==> config.mk <==
export PLATFORM = sky130hd
export DESIGN_NAME = seq_endpoint_tracker_flat
export DESIGN_NICKNAME = d
export VERILOG_FILES = /design/src/rtl/seq_ep_pkg.sv /design/src/rtl/seq_endpoint_tracker_if.sv /design/src/rtl/seq_ep_channel.sv /design/src/rtl/seq_endpoint_tracker.sv /design/src/flat_wrapper.sv
export SDC_FILE = /design/constraint.sdc
export NUM_CORES = 1
export LEC_CHECK = 0
export ABC_AREA = 1
export BUFFER_PORTS_ARGS = -buffer_cell sky130_fd_sc_hd__buf_4
export CAP_MARGIN = 20
export CORE_AREA = 2 2 86 88
export CTS_BUF_LIST = sky130_fd_sc_hd__clkbuf_4
export CTS_CLUSTER_DIAMETER = 50
export DETAILED_ROUTE_END_ITERATION = 10
export DIE_AREA = 0 0 88 90
export PLACE_DENSITY = 0.66
export SYNTH_ARGS = -nofsm -noshare
export SYNTH_HDL_FRONTEND = slang
export SYNTH_SLANG_ARGS = --single-unit
==> constraint.sdc <==
create_clock -name clk -period 2.08 [get_ports clk]
set_clock_uncertainty 0.15 [all_clocks]
set_input_delay 0.104 -clock clk [delete_from_list [all_inputs] [get_ports clk]]
set_output_delay 0.104 -clock clk [all_outputs]
set_load 0.005 [all_outputs]
==> src/rtl/seq_ep_pkg.sv <==
// Shared constants, types and elaboration helpers for the sequence endpoint tracker.
package seq_ep_pkg;

    localparam int unsigned DEF_N_CH  = 4;
    localparam int unsigned DEF_DELAY = 2;
    localparam int unsigned DEF_CNT_W = 8;

    // Counter type and saturation value at the default counter width
    typedef logic [DEF_CNT_W-1:0] cnt_t;
    localparam cnt_t SAT_MAX = '1;

    // Legal parameter combination: at least one channel, a nonzero a->b distance, a usable counter
    function automatic bit params_ok(input int unsigned n_ch, input int unsigned delay,
                                     input int unsigned cnt_w);
        return (n_ch >= 1) && (delay >= 1) && (cnt_w >= 2);
    endfunction

    // Width of the packed per-channel counter bus
    function automatic int unsigned slice_w(input int unsigned n_ch, input int unsigned cnt_w);
        return n_ch * cnt_w;
    endfunction

endpackage

==> src/rtl/seq_endpoint_tracker_if.sv <==
// Stimulus/status bundle between a producer of sequence terms and the tracker.
interface seq_endpoint_tracker_if #(
    parameter int unsigned N_CH  = 4,
    parameter int unsigned CNT_W = 8
);
    logic                  src_tick;
    logic                  dst_tick;
    logic [N_CH-1:0]       a_i;
    logic [N_CH-1:0]       b_i;
    logic                  cnt_clr;
    logic [N_CH-1:0]       ended_o;
    logic [N_CH-1:0]       matched_o;
    logic [N_CH-1:0]       overrun_o;
    logic [N_CH*CNT_W-1:0] match_cnt_o;

    modport master (
        output src_tick, dst_tick, a_i, b_i, cnt_clr,
        input  ended_o, matched_o, overrun_o, match_cnt_o
    );

    modport slave (
        input  src_tick, dst_tick, a_i, b_i, cnt_clr,
        output ended_o, matched_o, overrun_o, match_cnt_o
    );
endinterface

==> src/rtl/seq_ep_channel.sv <==
// One channel: a ##DELAY b detection, hold-until-consumed, overrun flag, saturating count.
module seq_ep_channel
    import seq_ep_pkg::*;
#(
    parameter int unsigned DELAY = DEF_DELAY,
    parameter int unsigned CNT_W = DEF_CNT_W
) (
    input  logic             clk,
    input  logic             rst,
    input  logic             i_src_tick,
    input  logic             i_dst_tick,
    input  logic             i_a,
    input  logic             i_b,
    input  logic             i_cnt_clr,
    output logic             o_ended,
    output logic             o_matched,
    output logic             o_overrun,
    output logic [CNT_W-1:0] o_cnt
);

    localparam logic [CNT_W-1:0] L_SAT = '1;

    logic [DELAY-1:0] r_pend;
    logic             r_hold;
    logic             r_ended;
    logic             r_matched;
    logic             r_overrun;
    logic [CNT_W-1:0] r_cnt;

    logic             w_match;
    logic             w_consume;
    logic             w_hold_nxt;
    logic             w_ovr_nxt;
    logic [CNT_W-1:0] w_cnt_base;
    logic [CNT_W-1:0] w_cnt_nxt;

    // a-history shift register, advanced only on source ticks
    if (DELAY == 1) begin : g_pend_d1
        always_ff @(posedge clk or posedge rst) begin
            if (rst)             r_pend <= '0;
            else if (i_src_tick) r_pend <= i_a;
        end
    end else begin : g_pend_dn
        always_ff @(posedge clk or posedge rst) begin
            if (rst)             r_pend <= '0;
            else if (i_src_tick) r_pend <= {r_pend[DELAY-2:0], i_a};
        end
    end

    // Match detection, hold/consume, overrun and counter next-state
    always_comb begin
        w_match    = 1'b0;
        w_consume  = 1'b0;
        w_hold_nxt = r_hold;
        w_ovr_nxt  = r_overrun;
        w_cnt_base = r_cnt;
        w_cnt_nxt  = r_cnt;

        w_match   = i_src_tick & r_pend[DELAY-1] & i_b;
        // Only a hold that existed before this cycle can be consumed
        w_consume = i_dst_tick & r_hold;

        w_hold_nxt = w_match | (r_hold & ~w_consume);
        w_ovr_nxt  = (r_overrun & ~i_cnt_clr) | (w_match & r_hold & ~w_consume);

        w_cnt_base = i_cnt_clr ? '0 : r_cnt;
        w_cnt_nxt  = (w_match && (w_cnt_base != L_SAT)) ? (w_cnt_base + CNT_W'(1)) : w_cnt_base;
    end

    // Status and counter registers
    always_ff @(posedge clk or posedge rst) begin
        if (rst) begin
            r_hold    <= 1'b0;
            r_ended   <= 1'b0;
            r_matched <= 1'b0;
            r_overrun <= 1'b0;
            r_cnt     <= '0;
        end else begin
            r_hold    <= w_hold_nxt;
            r_ended   <= w_match;
            r_matched <= w_consume;
            r_overrun <= w_ovr_nxt;
            r_cnt     <= w_cnt_nxt;
        end
    end

    assign o_ended   = r_ended;
    assign o_matched = r_matched;
    assign o_overrun = r_overrun;
    assign o_cnt     = r_cnt;

endmodule

==> src/rtl/seq_endpoint_tracker.sv <==
// N-channel "a ##DELAY b" endpoint tracker with ended/matched pulses, overrun and counts.
module seq_endpoint_tracker
    import seq_ep_pkg::*;
#(
    parameter int unsigned N_CH  = DEF_N_CH,
    parameter int unsigned DELAY = DEF_DELAY,
    parameter int unsigned CNT_W = DEF_CNT_W
) (
    input  logic                  clk,
    input  logic                  rst,
    seq_endpoint_tracker_if.slave bus
);

    localparam int unsigned L_CNT_BUS_W = slice_w(N_CH, CNT_W);

    // Reject illegal configurations at elaboration
    if (!params_ok(N_CH, DELAY, CNT_W)) begin : g_bad_params
        $error("seq_endpoint_tracker: need N_CH>=1, DELAY>=1, CNT_W>=2");
    end

    logic [N_CH-1:0]        w_ended;
    logic [N_CH-1:0]        w_matched;
    logic [N_CH-1:0]        w_overrun;
    logic [L_CNT_BUS_W-1:0] w_cnt;

    // One independent tracker per channel
    for (genvar c = 0; c < int'(N_CH); c++) begin : g_ch
        seq_ep_channel #(
            .DELAY (DELAY),
            .CNT_W (CNT_W)
        ) u_ch (
            .clk        (clk),
            .rst        (rst),
            .i_src_tick (bus.src_tick),
            .i_dst_tick (bus.dst_tick),
            .i_a        (bus.a_i[c]),
            .i_b        (bus.b_i[c]),
            .i_cnt_clr  (bus.cnt_clr),
            .o_ended    (w_ended[c]),
            .o_matched  (w_matched[c]),
            .o_overrun  (w_overrun[c]),
            .o_cnt      (w_cnt[c*CNT_W +: CNT_W])
        );
    end

    assign bus.ended_o     = w_ended;
    assign bus.matched_o   = w_matched;
    assign bus.overrun_o   = w_overrun;
    assign bus.match_cnt_o = w_cnt;

endmodule

==> src/flat_wrapper.sv <==
// flat-port wrapper written by rule: the top's interface ports become plain ports
module seq_endpoint_tracker_flat import seq_ep_pkg::*;
#(
    parameter int unsigned N_CH  = DEF_N_CH,
    parameter int unsigned DELAY = DEF_DELAY,
    parameter int unsigned CNT_W = DEF_CNT_W
)
  (clk, rst, bus_src_tick, bus_dst_tick, bus_a_i, bus_b_i, bus_cnt_clr, bus_ended_o, bus_matched_o, bus_overrun_o, bus_match_cnt_o);
  seq_endpoint_tracker_if #(.N_CH(N_CH), .CNT_W(CNT_W)) bus_i ();
  input  logic clk;
  input  logic rst;
  input wire logic [$bits(bus_i.src_tick)-1:0] bus_src_tick;
  input wire logic [$bits(bus_i.dst_tick)-1:0] bus_dst_tick;
  input wire logic [$bits(bus_i.a_i)-1:0] bus_a_i;
  input wire logic [$bits(bus_i.b_i)-1:0] bus_b_i;
  input wire logic [$bits(bus_i.cnt_clr)-1:0] bus_cnt_clr;
  output wire logic [$bits(bus_i.ended_o)-1:0] bus_ended_o;
  output wire logic [$bits(bus_i.matched_o)-1:0] bus_matched_o;
  output wire logic [$bits(bus_i.overrun_o)-1:0] bus_overrun_o;
  output wire logic [$bits(bus_i.match_cnt_o)-1:0] bus_match_cnt_o;
  assign bus_i.src_tick = bus_src_tick;
  assign bus_i.dst_tick = bus_dst_tick;
  assign bus_i.a_i = bus_a_i;
  assign bus_i.b_i = bus_b_i;
  assign bus_i.cnt_clr = bus_cnt_clr;
  assign bus_ended_o = bus_i.ended_o;
  assign bus_matched_o = bus_i.matched_o;
  assign bus_overrun_o = bus_i.overrun_o;
  assign bus_match_cnt_o = bus_i.match_cnt_o;
  seq_endpoint_tracker #(.N_CH(N_CH), .DELAY(DELAY), .CNT_W(CNT_W)) u_core (.clk(clk), .rst(rst), .bus(bus_i));
endmodule
==> impl_metrics.csv, run 1 <==
group,metric,value,unit
worst_hold_path,hold_path_class,"in2reg",
setup_path,cp_common_cell,"dlygate4sd3_1",
route,wire_per_inst,11.5,um
timing,setup_violations,0,
synth,ys_seq_area_share,45.5,%
global_route,antenna_found_initial,0,
die,std_cell_rows,31,
synth,synth_nets,412,
clock_tree,cts-root-buf,"clkbuf_4",
global_route,grt_pass1_wl,11.4,mm
pwr,p_int,1490,uW
setup_path,crit-reg2reg-capture,"u_core.g_ch[0].u_ch.o_overrun",
global_route,grt_max_degree,57,
setup_path,cp_cell_sequence,"dlygate4sd3_1, buf_4, nand2_1, dlygate4sd3_1, o21ai_0, dlygate4sd3_1",
setup_path,reg2reg_from,"u_core.g_ch[0].u_ch.r_pend[1]",
clock_tree,path_clk_slew,150,ps
synth,yosysUniqueCellTypes,31,
finish,drive_above_1_share,21.6,%
route,postRouteAntennaNets,0,
synth,yosys_warnings,0,
outcome,status,"finished clean",
pwr,p_sw_share,24.6,%
timing,max_freq,0.506,GHz
clock_tree,cts.sinks,56,
pwr,pwr-share-seq,58.9,%
finish,register_area,0.00140,mm^2
timing,setup_tns,0,ps
setup_path,regToRegSetupSlack,500,ps
die,die_w,88,um
clock_tree,cts_tree,"yes",
finish,diodes,0,
route,finalWirelength,6.50,mm
finish,syn2layout_area_growth,22.0,%
worst_hold_path,holdCritStartpoint,"bus_b_i[0]",
clock_tree,clk-insertion-delay-late,370,ps
pwr,irDropWorstVdd,0.228,mV
synth,synth-seq-cells,56,
route,wl_met3,241,um
setup_path,max_stage_delay,560,ps
timing,finalCritPeriodShare,95.1,%
timing,final.min_clock_period,1980,ps
route,wl_met2,3.13,mm
timing,rsz0062_at_grt,"no",
pwr,pwr-share-clk,28.9,%
placement,place_hpwl,4.67,mm
setup_path,crit_path_end_kind,"register",
die,dieArea,0.00792,mm^2
route,dr_total_vias,2645,
die,fp.dieH,90,um
placement,io_buffers,56,
timing,whs,14.8,ps
finish,postLayoutCellArea,0.00376,mm^2
placement,routabilityCongestion,0.905,
route,drcViolationCount,0,
pwr,leakagePower,0.00195,uW
clock_tree,htreeDepth,2,
synth,postSynthAreaPerCell,7.72,um^2
synth,syn_area,0.00308,mm^2
route,drt_iter0_drc,116,
setup_path,r2r_cells,3,
die,ioPinCount,57,
route,first_pass_iters,4,
timing,worst_pin_slew,408,ps
finish,final_nets,476,
global_route,grt_pass1_vias,2473,
setup_path,cp-start-kind,"input pin",
finish,layout.cells.most_common,"nand2_1",
die,initial_core_util,43.9,%
setup_path,required,2190,ps
setup_path,crit_arrival,2090,ps
finish,mostFrequentLayoutCells,"124 x nand2_1, 59 x buf_4, 57 x inv_1, 56 x dfrtp_1, 29 x nand3_1",
global_route,track_usage,17.8,%
placement,place_ws,463,ps
route,avgViaCountPerCell,4.70,
setup_path,crit_start,"bus_src_tick",
route,m1WireLength,3.06,mm
timing,slew_violations,0,
pwr,powerDensity,524,mW/mm^2
clock_tree,cts_resized,0,
setup_path,cp_slowest_cell,"dlygate4sd3_1",
clock_tree,cts_made_buffers,5,
pwr,p_sw,485,uW
pwr,comb_power_share,12.2,%
route,top_layer,"met4",
global_route,gr-total-overflow,0,
synth,syn-instance-count,399,
finish,multi_input_area,0.00128,mm^2
setup_path,critPathCapture,"u_core.g_ch[1].u_ch.r_pend[0]",
timing,hold_viol,0,
die,coreArea,0.00702,mm^2
setup_path,critPathKind,"in2reg",
clock_tree,cts_buffer_depth,2,
setup_path,path_max_fanout,18,
timing,slew_headroom,72.8,%
placement,placed_area,0.00350,mm^2
timing,finalWorstSetupSlack,103,ps
job,maxCapViolations,0,
finish,fill_cells,667,
-- registers in the layout (all words and copies together) (netlist names) --
signal                      flops
u_core.g_ch.u_ch.o_ended        4
u_core.g_ch.u_ch.o_cnt         32
u_core.g_ch.u_ch.o_overrun      4
u_core.g_ch.u_ch.r_hold         4
u_core.g_ch.u_ch.r_pend         8
u_core.g_ch.u_ch.o_matched      4
-- cell type report --
class                      count  share of cell area (%)
clock inverter                 3                   0.999
tap                           99                    3.30
timing repair buffer          78                    17.1
inverter                      62                    6.19
clock buffer                   5                   0.999
sequential                    56                    37.3
multi-input combinational    260                    34.1
-- per-layer routing --
metal  vias to the layer above  track usage (%)
met2                        54             28.6
met1                      1226             24.6
li1                       1359                -
met3                         6             3.21
met4                         0             4.62
met5                         -                0
-- worst min path at each step --
stage | to | slack [ps] | depth (start not counted)
4_1_cts | u_core.g_ch[0].u_ch.r_hold | 1 | 3
3_5_place_dp | u_core.g_ch[1].u_ch.o_matched | 40 | 3
6_report | u_core.g_ch[0].u_ch.r_hold | 10 | 3
3_3_place_gp | u_core.g_ch[1].u_ch.o_matched | 40 | 3
5_1_grt | u_core.g_ch[0].u_ch.r_hold | 7 | 3
2_1_floorplan | u_core.g_ch[0].u_ch.r_pend[0] | 70 | 2
-- synthesized netlist by cell type --
cell type	number	area, um^2
inv_2	3	11.3
mux2_2	2	22.5
xnor2_1	1	8.76
nand3_1	29	145
buf_6	2	22.5
nand2_4	1	11.3
o21ai_1	2	10.0
nor2_1	28	105
nand2_2	7	43.8
nor2_4	5	56.3
nor2_8	1	20.0
o31ai_1	2	15.0
nand3_4	1	17.5
nand4_1	12	75.1
buf_2	2	10.0
clkbuf_1	2	7.51
clkinv_1	1	3.75
nand3b_1	1	7.51
buf_4	14	105
dfrtp_1	56	1400
a21boi_0	2	15.0
o21ai_0	14	70.1
nor2_2	5	31.3
nor3_1	2	10.0
xor2_1	1	8.76
a21oi_1	11	55.1
nand3_2	8	80.1
buf_12	1	20.0
nand2_1	124	465
inv_1	58	218
o21bai_1	1	7.51
-- stage by stage --
stage          total power (uW)  cells  utilization [%]
2_1_floorplan              1320    399                -
3_3_place_gp               1390    537             49.9
3_5_place_dp               1390    537             49.9
4_1_cts                    2010    563             53.5
5_1_grt                    2070    563             53.5
6_report                   1970    563             53.5
-- power by group through the flow --
stage | logic, uW | registers [uW] | clock network (uW)
CTS | 243 | 1160 | 604
detailed placement | 211 | 1180 | 0
global placement | 208 | 1180 | 0
finish | 240 | 1160 | 570
global route | 272 | 1170 | 635
floorplan | 148 | 1180 | 0
-- cells by family after synthesis --
logic type,count (synthesis),share of synthesized area (%)
AO/OA/AOI/OAI,32,5.61
XOR/XNOR,2,0.569
buffers and inverters,83,12.9
flip-flops,56,45.5
multiplexers,2,0.731
AND/OR/NAND/NOR,224,34.7
-- critical path: cells and delay by family --
kind,cells,cell delay (ps)
AOI/OAI and AO/OA,1,70
buffers and inverters,4,1840
and+or+nand+nor,1,80
-- timing repair --
action                                  CTS  global route
endpoints found under the hold margin    79             0
hold buffers                             18             0
buffers inserted                          0             0
endpoints found under the setup margin    0             0
Power figures use the tool's default switching activity.
==> inputs of run 2 (changes only) <==
--- a/config.mk
+++ b/config.mk
@@ -5,15 +5,14 @@
 export SDC_FILE = /design/constraint.sdc
 export NUM_CORES = 1
 export LEC_CHECK = 0
-export ABC_AREA = 1
 export BUFFER_PORTS_ARGS = -buffer_cell sky130_fd_sc_hd__buf_4
 export CAP_MARGIN = 20
-export CORE_AREA = 2 2 86 88
+export CORE_AREA = 2 2 57 113
 export CTS_BUF_LIST = sky130_fd_sc_hd__clkbuf_4
 export CTS_CLUSTER_DIAMETER = 50
 export DETAILED_ROUTE_END_ITERATION = 10
-export DIE_AREA = 0 0 88 90
-export PLACE_DENSITY = 0.66
+export DIE_AREA = 0 0 59 115
+export PLACE_DENSITY = 0.67
 export SYNTH_ARGS = -nofsm -noshare
 export SYNTH_HDL_FRONTEND = slang
 export SYNTH_SLANG_ARGS = --single-unit
==> impl_metrics.csv, run 2 <==
group,metric,value,unit
outcome,status,"finished clean",
timing,setup_violations,0,
die,coreArea,0.00591,mm^2
clock_tree,postCtsHoldBufs,16,
pwr,pwr-share-clk,28.2,%
synth,synth_nets,248,
timing,hold_viol,0,
setup_path,reg2reg_from,"u_core.g_ch[3].u_ch.o_cnt[2]",
finish,finish.utilization,54.9,%
finish,largest_reg_flops,32,
setup_path,crit_path_end_kind,"register",
pwr,pwr-share-seq,60.4,%
pwr,p_sw_share,23.3,%
timing,slew_headroom,66.5,%
placement,dp.cells,335,
setup_path,critPathKind,"in2reg",
timing,setup_tns,0,ps
finish,syn2layout_area_growth,23.5,%
pwr,p_sw,455,uW
finish,postLayoutCellArea,0.00324,mm^2
setup_path,regToRegSetupSlack,450,ps
route,finalWirelength,5.42,mm
route,first_pass_iters,4,
timing,max_freq,0.566,GHz
synth,yosys_warnings,0,
clock_tree,cts_made_buffers,5,
pwr,comb_power_share,11.4,%
timing,worst_pin_slew,502,ps
synth,synth_area_leaders,"dfrtp_1 53%, buf_4 3.7%, mux2_2 3.4%, a211oi_1 2.9%, a21oi_1 2.7%",
finish,drive_above_1_share,27.2,%
finish,fill_cells,520,
synth,ys.flop_type,"dfrtp_1",
die,initial_core_util,44.4,%
finish,final_nets,308,
route,postRouteAntennaNets,0,
synth,synth_fa_ha_area_share,0,%
die,dieArea,0.00679,mm^2
synth,synth-edff-count,0,
synth,synth_common_cells,"56 x dfrtp_1, 14 x a21oi_1, 13 x buf_4, 10 x a211oi_1",
synth,synth-xor-area-share,0.668,%
setup_path,crit-reg2reg-capture,"u_core.g_ch[3].u_ch.o_cnt[6]",
placement,place_hpwl,3.75,mm
finish,layout.cells.most_common,"buf_4",
route,drt_iter0_drc,56,
clock_tree,htreeDepth,2,
setup_path,cp-start-kind,"input pin",
die,die_w,59,um
pwr,irDropWorstVdd,0.416,mV
clock_tree,path_clk_slew,140,ps
global_route,gr-total-overflow,0,
timing,rsz0062_at_grt,"no",
finish,mostFrequentLayoutCells,"58 x buf_4, 56 x dfrtp_1, 16 x dlygate4sd3_1, 14 x a21oi_1, 10 x a211oi_1",
job,maxCapViolations,0,
die,fp.dieH,115,um
synth,synthSimpleGateAreaFrac,17.4,%
synth,synth_compound_area_share,16.8,%
pwr,leakagePower,0.00151,uW
global_route,grt_max_degree,38,
synth,synth_largest_area_cell,"dfrtp_1",
worst_hold_path,hold_path_class,"in2async",
synth,syn-instance-count,235,
synth,synthArstFlopShare,100,%
setup_path,r2r_cells,3,
clock_tree,cts_buffer_depth,2,
synth,ys_seq_area_share,53.4,%
clock_tree,clk-insertion-delay-late,360,ps
clock_tree,cts-root-buf,"clkbuf_4",
synth,postSynthAreaPerCell,11.2,um^2
clock_tree,cts_resized,0,
clock_tree,cts_tree,"yes",
die,std_cell_rows,40,
synth,synth-seq-cells,56,
finish,multi_input_area,0.00105,mm^2
synth,synth_top_family_by_area,"simple AND/OR/NAND/NOR gates",
finish,register_area,0.00140,mm^2
global_route,antenna_found_initial,0,
synth,yosys.cell_count.top_type,"dfrtp_1",
global_route,track_usage,16.7,%
pwr,powerDensity,603,mW/mm^2
pwr,p_int,1500,uW
clock_tree,post-cts-setup-buffers,0,
finish,diodes,0,
synth,yosysUniqueCellTypes,42,
route,drcViolationCount,0,
finish,final_cell_count_no_fill,357,
route,dr_total_vias,2064,
placement,routabilityCongestion,0.834,
route,wire_per_inst,15.2,um
synth,synth.top_cell.area_share,53.4,%
setup_path,required,2180,ps
placement,io_buffers,56,
die,ioPinCount,57,
synth,synth.area.mux_share,5.05,%
route,avgViaCountPerCell,5.78,
clock_tree,cts.sinks,56,
global_route,grt_pass1_vias,1886,
placement,placed_area,0.00301,mm^2
synth,syn_area,0.00262,mm^2
timing,slew_violations,0,
global_route,grt_pass1_wl,8.84,mm
timing,final.min_clock_period,1770,ps
setup_path,path_max_fanout,15,
setup_path,crit_arrival,1870,ps
timing,finalCritPeriodShare,85.0,%
-- run 2: cell count changes in the layout (fill, tap and decap cells not counted), sizes merged, moves of 8 or more --
cell / delta
nor2b: +8
and3: +8
nand3: -30
a31oi: +8
mux2: +8
and4: +8
nand2: -124
inv: -54
o21ai: -14
a211oi: +10
nor2: -32
-- run 2: layer usage --
metal	GRT usage, %	vias to the layer above	share of wire [%]
met5	0	-	0
li1	-	996	-
met4	5.61	0	1.0
met3	3.26	4	4.4
met1	20.9	1011	42
met2	28.1	53	52
-- run 2: kinds of logic (layout without fill, tap and decap cells) --
family | Yosys count | after routing
AOI/OAI and AO/OA | 61 | 61
muxes | 12 | 12
DFF | 56 | 56
and+or+nand+nor | 74 | 74
xor gates and xnor gates | 2 | 2
buffers and inverters | 30 | 89
-- run 2: area by class of cell --
class | count | area share [%]
Sequential cell | 56 | 43.3
Inverter | 8 | 0.927
Clock buffer | 5 | 1.16
Clock inverter | 1 | 0.927
Multi-Input combinational cell | 149 | 32.3
Tap cell | 63 | 2.43
Timing Repair Buffer | 75 | 19.0
-- run 2: worst max path at each step --
stage | from | to | slack, ps | depth (start not counted)
finish | bus_src_tick | u_core.g_ch[3].u_ch.o_cnt[6] | 310 | 6
global placement | u_core.g_ch[3].u_ch.r_pend[1] | u_core.g_ch[3].u_ch.o_cnt[6] | 530 | 4
floorplan | rst | u_core.g_ch[0].u_ch.o_cnt[0] | 450 | 1
CTS | bus_src_tick | u_core.g_ch[3].u_ch.o_cnt[6] | 320 | 6
global route | bus_src_tick | u_core.g_ch[3].u_ch.o_cnt[6] | 250 | 6
detailed placement | u_core.g_ch[3].u_ch.r_pend[1] | u_core.g_ch[3].u_ch.o_cnt[6] | 470 | 4
-- run 2: through the flow --
stage	hold slack, ps	worst slack (ps)	total power (uW)
after floorplan	82.6	455	1320
after CTS	148	320	1980
after global placement	10.1	530	1390
after detailed placement	15.3	467	1400
final	162	312	1950
after global routing	184	248	2060
-- run 2: power by group through the flow --
stage	Clock (uW)	Sequential, uW	Combinational [uW]
6_report	552	1180	222
5_1_grt	620	1190	249
4_1_cts	576	1180	226
3_5_place_dp	0	1200	197
3_3_place_gp	0	1200	194
2_1_floorplan	0	1190	132
-- run 2: critical path, stage by stage --
cell,delay [ps]
dlygate4sd3_1,530
buf_4,210
nand3_1,190
inv_2,210
and4_1,270
mux2_1,330
==> inputs of run 3 (changes only) <==
--- a/config.mk
+++ b/config.mk
@@ -12,7 +12,7 @@
 export CTS_CLUSTER_DIAMETER = 50
 export DETAILED_ROUTE_END_ITERATION = 10
 export DIE_AREA = 0 0 59 115
-export PLACE_DENSITY = 0.67
+export PLACE_DENSITY = 0.7
 export SYNTH_ARGS = -nofsm -noshare
 export SYNTH_HDL_FRONTEND = slang
 export SYNTH_SLANG_ARGS = --single-unit
==> constraint.sdc (replaced) <==
create_clock -name clk -period 1.5 [get_ports clk]
set_clock_uncertainty 0.15 [all_clocks]
set_input_delay 0.075 -clock clk [delete_from_list [all_inputs] [get_ports clk]]
set_output_delay 0.075 -clock clk [all_outputs]
set_load 0.005 [all_outputs]
==> impl_metrics.csv, run 3 (synthesized netlist as in run 2, its figures left out) <==
group,metric,value,unit
global_route,antenna_found_initial,0,
pwr,pwr-share-clk,36.7,%
timing,slew_violations,0,
die,fp.dieH,115,um
pwr,p_sw,697,uW
die,coreArea,0.00591,mm^2
finish,mostFrequentLayoutCells,"75 x buf_4, 54 x dfrtp_1, 17 x dlygate4sd3_1, 14 x a21oi_1, 9 x a211oi_1",
global_route,track_usage,18.8,%
setup_path,crit_path_end_kind,"register",
placement,place_hpwl,4.10,mm
timing,hold_viol,4,
finish,diodes,0,
finish,finish.utilization,58.9,%
clock_tree,clk-insertion-delay-late,370,ps
finish,drive_above_1_share,33.3,%
timing,worst_pin_slew,305,ps
pwr,pwr-share-seq,51.4,%
timing,final.min_clock_period,1470,ps
finish,final_nets,327,
route,wire_per_inst,16.2,um
timing,max_freq,0.681,GHz
job,maxCapViolations,0,
global_route,grt_pass1_wl,10.1,mm
die,initial_core_util,44.4,%
timing,setup_violations,0,
setup_path,required,1640,ps
pwr,irDropWorstVdd,0.725,mV
clock_tree,postCtsHoldBufs,19,
finish,postLayoutCellArea,0.00348,mm^2
route,finalWirelength,6.14,mm
global_route,gr-total-overflow,0,
clock_tree,cts_buffer_depth,2,
die,std_cell_rows,40,
die,ioPinCount,57,
placement,io_buffers,56,
outcome,status,"complete, but fails checks",
pwr,p_sw_share,22.0,%
clock_tree,path_clk_slew,160,ps
route,first_pass_iters,4,
setup_path,critPathKind,"in2reg",
placement,placed_area,0.00314,mm^2
worst_hold_path,hold_path_class,"in2reg",
timing,finalCritPeriodShare,97.9,%
finish,syn2layout_area_growth,32.7,%
route,postRouteAntennaNets,0,
route,drt_iter0_drc,99,
finish,largest_reg_flops,32,
global_route,grt_pass1_vias,2159,
pwr,leakagePower,0.00163,uW
timing,whs,-68.9,ps
pwr,p_int,2470,uW
route,avgViaCountPerCell,5.81,
setup_path,crit_arrival,1600,ps
placement,routabilityCongestion,0.834,
pwr,comb_power_share,11.9,%
route,drcViolationCount,0,
clock_tree,cts_made_buffers,5,
clock_tree,cts_tree,"yes",
clock_tree,htreeDepth,2,
pwr,powerDensity,909,mW/mm^2
timing,slew_headroom,79.4,%
placement,place_ws,46.1,ps
setup_path,path_max_fanout,14,
timing,finalWorstSetupSlack,30.9,ps
finish,layout.cells.most_common,"buf_4",
clock_tree,cts.sinks,56,
die,dieArea,0.00679,mm^2
outcome,violations,"hold timing",
setup_path,cp-start-kind,"input pin",
global_route,grt_max_degree,57,
die,die_w,59,um
clock_tree,cts-root-buf,"clkbuf_4",
route,dr_total_vias,2196,
[run 3: metal layers]
layer | GRT usage (%) | wire length (um)
met1 | 24.0 | 2500
met2 | 32.1 | 3230
met3 | 3.04 | 287
met4 | 5.91 | 119
met5 | 0 | 0
[run 3: power by group through the flow]
| stage | Sequential (uW) | Clock, uW | Combinational, uW |
|---|---|---|---|
| 2_1_floorplan | 1650 | 0 | 184 |
| 3_3_place_gp | 1650 | 0 | 315 |
| 3_5_place_dp | 1650 | 0 | 323 |
| 4_1_cts | 1630 | 1180 | 373 |
| 5_1_grt | 1630 | 1240 | 414 |
| 6_report | 1630 | 1160 | 375 |
[run 3: path summary, 6_finish.rpt]
| check | from | end | slack (ps) | cells after the start |
|---|---|---|---|---|
| setup / recovery | bus_cnt_clr | u_core.g_ch[2].u_ch.o_cnt[1] | 30 | 5 |
| hold / removal | bus_src_tick | u_core.g_ch[1].u_ch.r_pend[0] | -70 | 2 |
| setup reg to reg | u_core.g_ch[0].u_ch.r_pend[0] | u_core.g_ch[0].u_ch.r_pend[0] | 50 | 2 |
| hold reg to reg | u_core.g_ch[0].u_ch.r_hold | u_core.g_ch[0].u_ch.o_matched | 360 | 1 |
| max in group asynchronous | rst | u_core.g_ch[2].u_ch.o_cnt[2] | 770 | 4 |
| min in group asynchronous | rst | u_core.g_ch[2].u_ch.o_matched | 160 | 4 |
[run 3: through the flow]
step | setup TNS (ps) | hold WS, ps | instances | total power, uW
global route | -24.5 | -63.0 | 378 | 3280
detailed placement | 0 | 32.7 | 351 | 1980
finish | 0 | -68.9 | 378 | 3160
floorplan | 0 | 5.49 | 235 | 1830
CTS | 0 | -12.6 | 378 | 3180
global placement | 0 | 26.9 | 351 | 1960
[run 3: final cells by class]
class,count,area (um^2)
inverters,8,33.8
well taps,63,78.8
clock buffers,5,37.5
flip-flops and latches,56,1400
fillers,531,2420
repair buffers,94,766
multi-input cells,149,1070
clock inverters,3,90.1
[run 3: what timing repair did]
item | in CTS | in global routing
hold endpoints to repair | 86 | 4
gates resized for setup | 0 | 8
endpoints found under the setup margin | 0 | 9
buffers inserted | 0 | 1
[run 3: worst max-delay path: stages]
cell,delay (ps)
dlygate4sd3_1,530
buf_4,190
and4b_1,350
nand4_1,170
a211oi_1,290
